<file path="src/rtl/ball_controller_if.sv">
// Paddle-facing bundle of the ball engine: ball position, check windows,
// paddle hit answers, score pulses and the play-active flag.
interface ball_controller_if;
  logic [6:0] ballX;
  logic [6:0] ballY;
  logic       inPaddleRangeLeft;
  logic       inPaddleRangeRight;
  logic       hitLeft;
  logic       hitRight;
  logic       scoreLeft;
  logic       scoreRight;
  logic       active;

  modport master (
    output ballX, ballY, inPaddleRangeLeft, inPaddleRangeRight,
           scoreLeft, scoreRight, active,
    input  hitLeft, hitRight
  );

  modport slave (
    input  ballX, ballY, inPaddleRangeLeft, inPaddleRangeRight,
           scoreLeft, scoreRight, active,
    output hitLeft, hitRight
  );
endinterface

</file>
<file path="src/rtl/ball_controller.sv">
// Pong ball-motion engine: serves from centre, steps the ball at a divided
// rate, bounces off the walls and resolves paddle hits or misses.
module ball_controller #(
  parameter int STEP_DIV    = 100000,
  parameter int SERVE_STEPS = 32,
  parameter int LEFT_X      = 1,
  parameter int RIGHT_X     = 126
) (
  input  logic              clk,
  input  logic              reset,
  input  logic              start,
  input  logic              pause,
  ball_controller_if.master bus
);

  localparam int SW = (STEP_DIV > 1) ? $clog2(STEP_DIV) : 1;
  localparam int VW = (SERVE_STEPS > 1) ? $clog2(SERVE_STEPS) : 1;
  localparam logic [SW-1:0] STEP_LAST  = SW'(STEP_DIV - 1);
  localparam logic [VW-1:0] SERVE_LAST = VW'(SERVE_STEPS - 1);
  localparam logic [6:0]    LEFT_POS   = 7'(LEFT_X);
  localparam logic [6:0]    RIGHT_POS  = 7'(RIGHT_X);
  localparam logic [6:0]    CENTRE     = 7'd64;

  typedef enum logic [2:0] {IDLE, SERVE, MOVE, CHECK_L, CHECK_R} state_t;

  state_t        state, state_nxt;
  logic [SW-1:0] step_cnt, step_cnt_nxt;
  logic [VW-1:0] serve_cnt, serve_cnt_nxt;
  logic          check_cnt, check_cnt_nxt;
  logic [6:0]    ball_x, ball_x_nxt;
  logic [6:0]    ball_y, ball_y_nxt;
  logic          dir_x, dir_x_nxt;
  logic          dir_y, dir_y_nxt;
  logic          score_l, score_l_nxt;
  logic          score_r, score_r_nxt;
  logic          step_evt;
  logic          hit;
  logic [6:0]    move_x, move_y;
  logic          move_dir_y;

  assign step_evt = (state == SERVE || state == MOVE) && !pause && (step_cnt == STEP_LAST);
  assign hit      = (state == CHECK_L) ? bus.hitLeft : bus.hitRight;

  // Candidate position for the next step; a wall bounce reflects within the same step.
  always_comb begin
    move_x     = dir_x ? ball_x + 7'd1 : ball_x - 7'd1;
    move_y     = dir_y ? ball_y + 7'd1 : ball_y - 7'd1;
    move_dir_y = dir_y;
    if (dir_y && ball_y == 7'd127) begin
      move_dir_y = 1'b0;
      move_y     = 7'd126;
    end else if (!dir_y && ball_y == 7'd0) begin
      move_dir_y = 1'b1;
      move_y     = 7'd1;
    end
  end

  always_comb begin
    state_nxt     = state;
    step_cnt_nxt  = '0;
    serve_cnt_nxt = serve_cnt;
    check_cnt_nxt = check_cnt;
    ball_x_nxt    = ball_x;
    ball_y_nxt    = ball_y;
    dir_x_nxt     = dir_x;
    dir_y_nxt     = dir_y;
    score_l_nxt   = 1'b0;
    score_r_nxt   = 1'b0;

    if (state == SERVE || state == MOVE) begin
      if (pause)
        step_cnt_nxt = step_cnt;
      else if (step_cnt != STEP_LAST)
        step_cnt_nxt = step_cnt + 1'b1;
    end

    case (state)
      IDLE: begin
        if (start) begin
          state_nxt     = SERVE;
          serve_cnt_nxt = '0;
        end
      end
      SERVE: begin
        if (step_evt) begin
          if (serve_cnt == SERVE_LAST)
            state_nxt = MOVE;
          else
            serve_cnt_nxt = serve_cnt + 1'b1;
        end
      end
      MOVE: begin
        if (step_evt) begin
          ball_x_nxt = move_x;
          ball_y_nxt = move_y;
          dir_y_nxt  = move_dir_y;
          if (move_x == LEFT_POS && !dir_x) begin
            state_nxt     = CHECK_L;
            check_cnt_nxt = 1'b0;
          end else if (move_x == RIGHT_POS && dir_x) begin
            state_nxt     = CHECK_R;
            check_cnt_nxt = 1'b0;
          end
        end
      end
      CHECK_L, CHECK_R: begin
        if (!pause) begin
          if (!check_cnt) begin
            check_cnt_nxt = 1'b1;
          end else begin
            check_cnt_nxt = 1'b0;
            if (hit) begin
              dir_x_nxt = ~dir_x;
              state_nxt = MOVE;
            end else begin
              // Re-serve toward the player who missed.
              score_r_nxt   = (state == CHECK_L);
              score_l_nxt   = (state == CHECK_R);
              dir_x_nxt     = (state == CHECK_R);
              ball_x_nxt    = CENTRE;
              ball_y_nxt    = CENTRE;
              serve_cnt_nxt = '0;
              state_nxt     = SERVE;
            end
          end
        end
      end
      default: state_nxt = IDLE;
    endcase
  end

  always_ff @(posedge clk or negedge reset) begin
    if (!reset) begin
      state     <= IDLE;
      step_cnt  <= '0;
      serve_cnt <= '0;
      check_cnt <= 1'b0;
      ball_x    <= CENTRE;
      ball_y    <= CENTRE;
      dir_x     <= 1'b1;
      dir_y     <= 1'b1;
      score_l   <= 1'b0;
      score_r   <= 1'b0;
    end else begin
      state     <= state_nxt;
      step_cnt  <= step_cnt_nxt;
      serve_cnt <= serve_cnt_nxt;
      check_cnt <= check_cnt_nxt;
      ball_x    <= ball_x_nxt;
      ball_y    <= ball_y_nxt;
      dir_x     <= dir_x_nxt;
      dir_y     <= dir_y_nxt;
      score_l   <= score_l_nxt;
      score_r   <= score_r_nxt;
    end
  end

  assign bus.ballX              = ball_x;
  assign bus.ballY              = ball_y;
  assign bus.inPaddleRangeLeft  = (state == CHECK_L);
  assign bus.inPaddleRangeRight = (state == CHECK_R);
  assign bus.scoreLeft          = score_l;
  assign bus.scoreRight         = score_r;
  assign bus.active             = (state != IDLE);

endmodule

</file>
<file path="src/flat_wrapper.sv">
// flat-port wrapper written by rule: the top's interface ports become plain ports
module ball_controller_flat 
#(
  parameter int STEP_DIV    = 100000,
  parameter int SERVE_STEPS = 32,
  parameter int LEFT_X      = 1,
  parameter int RIGHT_X     = 126
)
  (clk, reset, start, pause, bus_ballX, bus_ballY, bus_inPaddleRangeLeft, bus_inPaddleRangeRight, bus_scoreLeft, bus_scoreRight, bus_active, bus_hitLeft, bus_hitRight);
  ball_controller_if bus_i ();
  input  logic clk;
  input  logic reset;
  input  logic start;
  input  logic pause;
  output wire logic [$bits(bus_i.ballX)-1:0] bus_ballX;
  output wire logic [$bits(bus_i.ballY)-1:0] bus_ballY;
  output wire logic [$bits(bus_i.inPaddleRangeLeft)-1:0] bus_inPaddleRangeLeft;
  output wire logic [$bits(bus_i.inPaddleRangeRight)-1:0] bus_inPaddleRangeRight;
  output wire logic [$bits(bus_i.scoreLeft)-1:0] bus_scoreLeft;
  output wire logic [$bits(bus_i.scoreRight)-1:0] bus_scoreRight;
  output wire logic [$bits(bus_i.active)-1:0] bus_active;
  input wire logic [$bits(bus_i.hitLeft)-1:0] bus_hitLeft;
  input wire logic [$bits(bus_i.hitRight)-1:0] bus_hitRight;
  assign bus_ballX = bus_i.ballX;
  assign bus_ballY = bus_i.ballY;
  assign bus_inPaddleRangeLeft = bus_i.inPaddleRangeLeft;
  assign bus_inPaddleRangeRight = bus_i.inPaddleRangeRight;
  assign bus_scoreLeft = bus_i.scoreLeft;
  assign bus_scoreRight = bus_i.scoreRight;
  assign bus_active = bus_i.active;
  assign bus_i.hitLeft = bus_hitLeft;
  assign bus_i.hitRight = bus_hitRight;
  ball_controller #(.STEP_DIV(STEP_DIV), .SERVE_STEPS(SERVE_STEPS), .LEFT_X(LEFT_X), .RIGHT_X(RIGHT_X)) u_core (.clk(clk), .reset(reset), .start(start), .pause(pause), .bus(bus_i));
endmodule
</file>
<file path="config.mk">
export PLATFORM = sky130hd
export DESIGN_NAME = ball_controller_flat
export DESIGN_NICKNAME = d
export VERILOG_FILES = /design/src/rtl/ball_controller_if.sv /design/src/rtl/ball_controller.sv /design/src/flat_wrapper.sv
export SDC_FILE = /design/constraint.sdc
export NUM_CORES = 1
export LEC_CHECK = 0
export CAP_MARGIN = 25
export CORE_MARGIN = 2
export CORE_UTILIZATION = 30
export CTS_BUF_LIST = sky130_fd_sc_hd__clkbuf_8
export DETAILED_ROUTE_END_ITERATION = 8
export SLEW_MARGIN = 10
export SYNTH_ARGS = -nofsm -noshare
export SYNTH_HDL_FRONTEND = slang
export SYNTH_SLANG_ARGS = --single-unit
</file>
<file path="constraint.sdc">
create_clock -name clk -period 3.1 [get_ports clk]
set_input_delay 0.93 -clock clk [delete_from_list [all_inputs] [get_ports clk]]
set_output_delay 0.93 -clock clk [all_outputs]
set_load 0.005 [all_outputs]
</file>
==> results.md <==
* Status: finished, final reports clean
* Post-Syn Area at 0.002856 mm²
* Synth-to-layout area growth at 17.43%
* Worst-Margin Slew at 0.5735 ns
* Post-route ant nets at 0
* # IOs at 25
* Slowest stage cell on the critical path: dfrtp_1
* Post-synthesis sequential area ratio at 38.72%
* Worst-skew pair later-pin latency at 0.30 ns
* CP required at 2.17 ns
* Total clock sinks at 44
* Vias in the first global route at 2311
* First-pass GRT wire length at 10720 µm
* Via Count at 2413
* Initial antenna violation count at 0
* Cts hold-fix bufs at 0
* Final period utilization at 89.56%
* CP startpoint: u_core.state[1]$_DFFE_PN0P_
* Worst EP arrival at 1.85 ns
* Hold endpoint: u_core.step_cnt[7]$_DFFE_PN0P_
* Hold depth at 1
* Worst R2R End: u_core.check_cnt$_DFFE_PN0P_
* DP Wirelength at 4649 µm
* VDD IR max at 0.2572 mV
* Worst Path Max Fanout at 11
* Total power at 2.115 mW
* Max-cap violations at 0
* Largest net degree at the start of global routing at 45
* Most common flop cell mapped by yosys: dfrtp_1
* Ys Warns at 0
* Period minus WS final at 2.776 ns
* Slew HR at 61.77%
* Die X at 101.6 µm
* Die footprint at 0.01032 mm²
* Clock buffer depth at 2
* CP Capture Type: output port
* Syn_area_per_cell at 8.630 µm²
* Drt first-iter violations at 115
* Slowest stage delay, CP at 0.52 ns
* RSZ-0062 raised after global routing: no
* Share of cells above drive strength 1 at 7.778%
* CP cell instances: nor2_1 > nand2_1 > inv_1 > clkdlybuf4s50_1
* Ys async rst share at 100.0%
* Cts bufs inserted at 5
* Number of instances in the synthesized netlist at 331
* Final Hold Slack at 0.4947 ns
* Port Buf Inserts at 24
* Setup tns final at 0 ns
* Reg clk slew, reported paths at 0.09 ns
* Tightest Hold Check Type: flip-flop to flip-flop
* Placeable Area at 0.009240 mm²
* Final nets at 382
* Max Clock Skew at 0.009369 ns
* CTS tree: done
* Hold Fails Final Rpt at 0
* Total grt overflow at 0
* Setup Fix Bufs, Post-CTS at 0
* Setup slack, reg-to-reg at 0.34 ns
* Yosys reg bits at 44
* CTS root buf: clkbuf_8
* N_diodes at 0
* Worst reg2reg path depth at 9
* Slew Viols, Final at 0
* Pre-Repair DR Iteration Count at 4
* # fillers at 967
* # setup viols final at 0
* Num rows at 35
* Most frequent cells in the layout: dfrtp_1 (40), nand2_1 (39), nor2_1 (30), o21ai_1 (26), clkdlybuf4s50_1 (23)
* Crit path buf inv count at 2
* Chip Height at 101.6 µm
* Post_cts resized at 0
* LEAKAGE at 1.473 nW
* WL/cell at 12.94 µm
* Commonest non-fill, non-tap cell in the layout: dfrtp_1
* Mean number of vias per cell at 4.935
* Total GRT Usage at 12.86%
* CP startpoint kind: flip-flop
* Delay-heaviest family, CP: buffers and inverters
* EDFF count, synth at 0
* DRC at 0
* H-tree levels at 2
* Syn Nets at 354
* Worst hold start: u_core.step_cnt[7]$_DFFE_PN0P_
* Final WL at 6328 µm
* R2R Path Start: u_core.dir_x$_DFFE_PN1P_
* Highest Clock Rate at 0.3602 GHz
* Pwr dens at 630.4 mW/mm²
* Routability cong. at 0.8135
* Initial Util at 30.91%
* Netlist cell types at 52
* Setup CP Type: flip-flop to output port
final cells by class:
class	count	area [µm²]	share of cell area, %
multi-input combinational	262	1650	49.20
sequential	44	1106	32.97
timing repair buffer	30	280.3	8.355
tap	129	161.4	4.812
clock buffer	6	82.58	2.462
inverter	16	60.06	1.790
clock inverter	2	13.76	0.4103
kinds of logic after synthesis:
group | count (synthesis) | synth area share (%)
adders and majority gates | 17 | 7.972
xor gates and xnor gates | 16 | 4.906
buffers and inverters | 25 | 3.504
DFF | 44 | 38.72
AOI/OAI and AO/OA | 97 | 20.98
and+or+nand+nor | 132 | 23.92
metrics by stage:
stage / utilization (%) / area (µm²) / instances / setup WS, ns
6_report: 36.30 / 3354 / 489 / 0.3238
5_1_grt: 36.30 / 3354 / 489 / 0.1413
4_1_cts: 36.30 / 3354 / 489 / 0.3306
3_5_place_dp: 35.26 / 3258 / 481 / 0.1888
3_3_place_gp: 35.26 / 3258 / 481 / 0.2268
2_1_floorplan: - / 2856 / 331 / 0.7134
sequential cells by signal (all words and copies together) (netlist names):
register,count
u_core.step_cnt,17
u_core.bus.ballX,7
u_core.bus.ballY,7
u_core.serve_cnt,5
u_core.state,3
u_core.bus.scoreLeft,1
u_core.bus.scoreRight,1
u_core.check_cnt,1
u_core.dir_x,1
u_core.dir_y,1
synth_stat cells, types with 3 or more instances:
library cell	number	area (µm²)
xor2_1	8	70.07
o21bai_1	3	22.52
dfstp_2	4	105.1
o21ai_0	16	80.08
nand2b_1	10	62.56
a22o_1	5	43.79
ha_1	15	187.7
o31ai_1	4	30.03
and3_1	9	56.30
o21ai_1	26	130.1
nor3_1	4	20.02
dfrtp_1	40	1001
buf_2	5	25.02
a21o_1	3	22.52
nor2b_1	6	37.54
inv_1	15	56.30
nand4_1	3	18.77
a21oi_1	21	105.1
nand3_1	11	55.05
clkbuf_1	4	15.01
and2_1	3	18.77
xnor2_1	8	70.07
nand3b_1	3	22.52
nor2_1	30	112.6
nand2_1	39	146.4
routing by layer:
metal  routed length (µm)  track usage, %  vias to the layer above
li1                     -               -                     1237
met1                 3198           17.99                     1122
met2                 2782           19.79                       47
met3                  238           2.484                        7
met4                  108           4.574                        0
met5                    0               0                        -
how the worst max path moves through the flow:
stage | endpoint | cells after the start | slack [ns]
2_1_floorplan | u_core.check_cnt$_DFFE_PN0P_ | 9 | 0.71
3_3_place_gp | u_core.serve_cnt[3]$_DFFE_PN0P_ | 8 | 0.23
3_5_place_dp | u_core.serve_cnt[3]$_DFFE_PN0P_ | 8 | 0.19
4_1_cts | bus_inPaddleRangeRight | 4 | 0.33
5_1_grt | u_core.check_cnt$_DFFE_PN0P_ | 9 | 0.14
6_report | bus_inPaddleRangeRight | 4 | 0.32
where the power goes:
part           leakage [nW]  internal [mW]  switching [mW]
Sequential            0.591          0.637          0.0942
Combinational         0.831          0.384           0.613
Clock                0.0516          0.182           0.204
Total                  1.47           1.20           0.911
(Power assumes the default switching activity.)
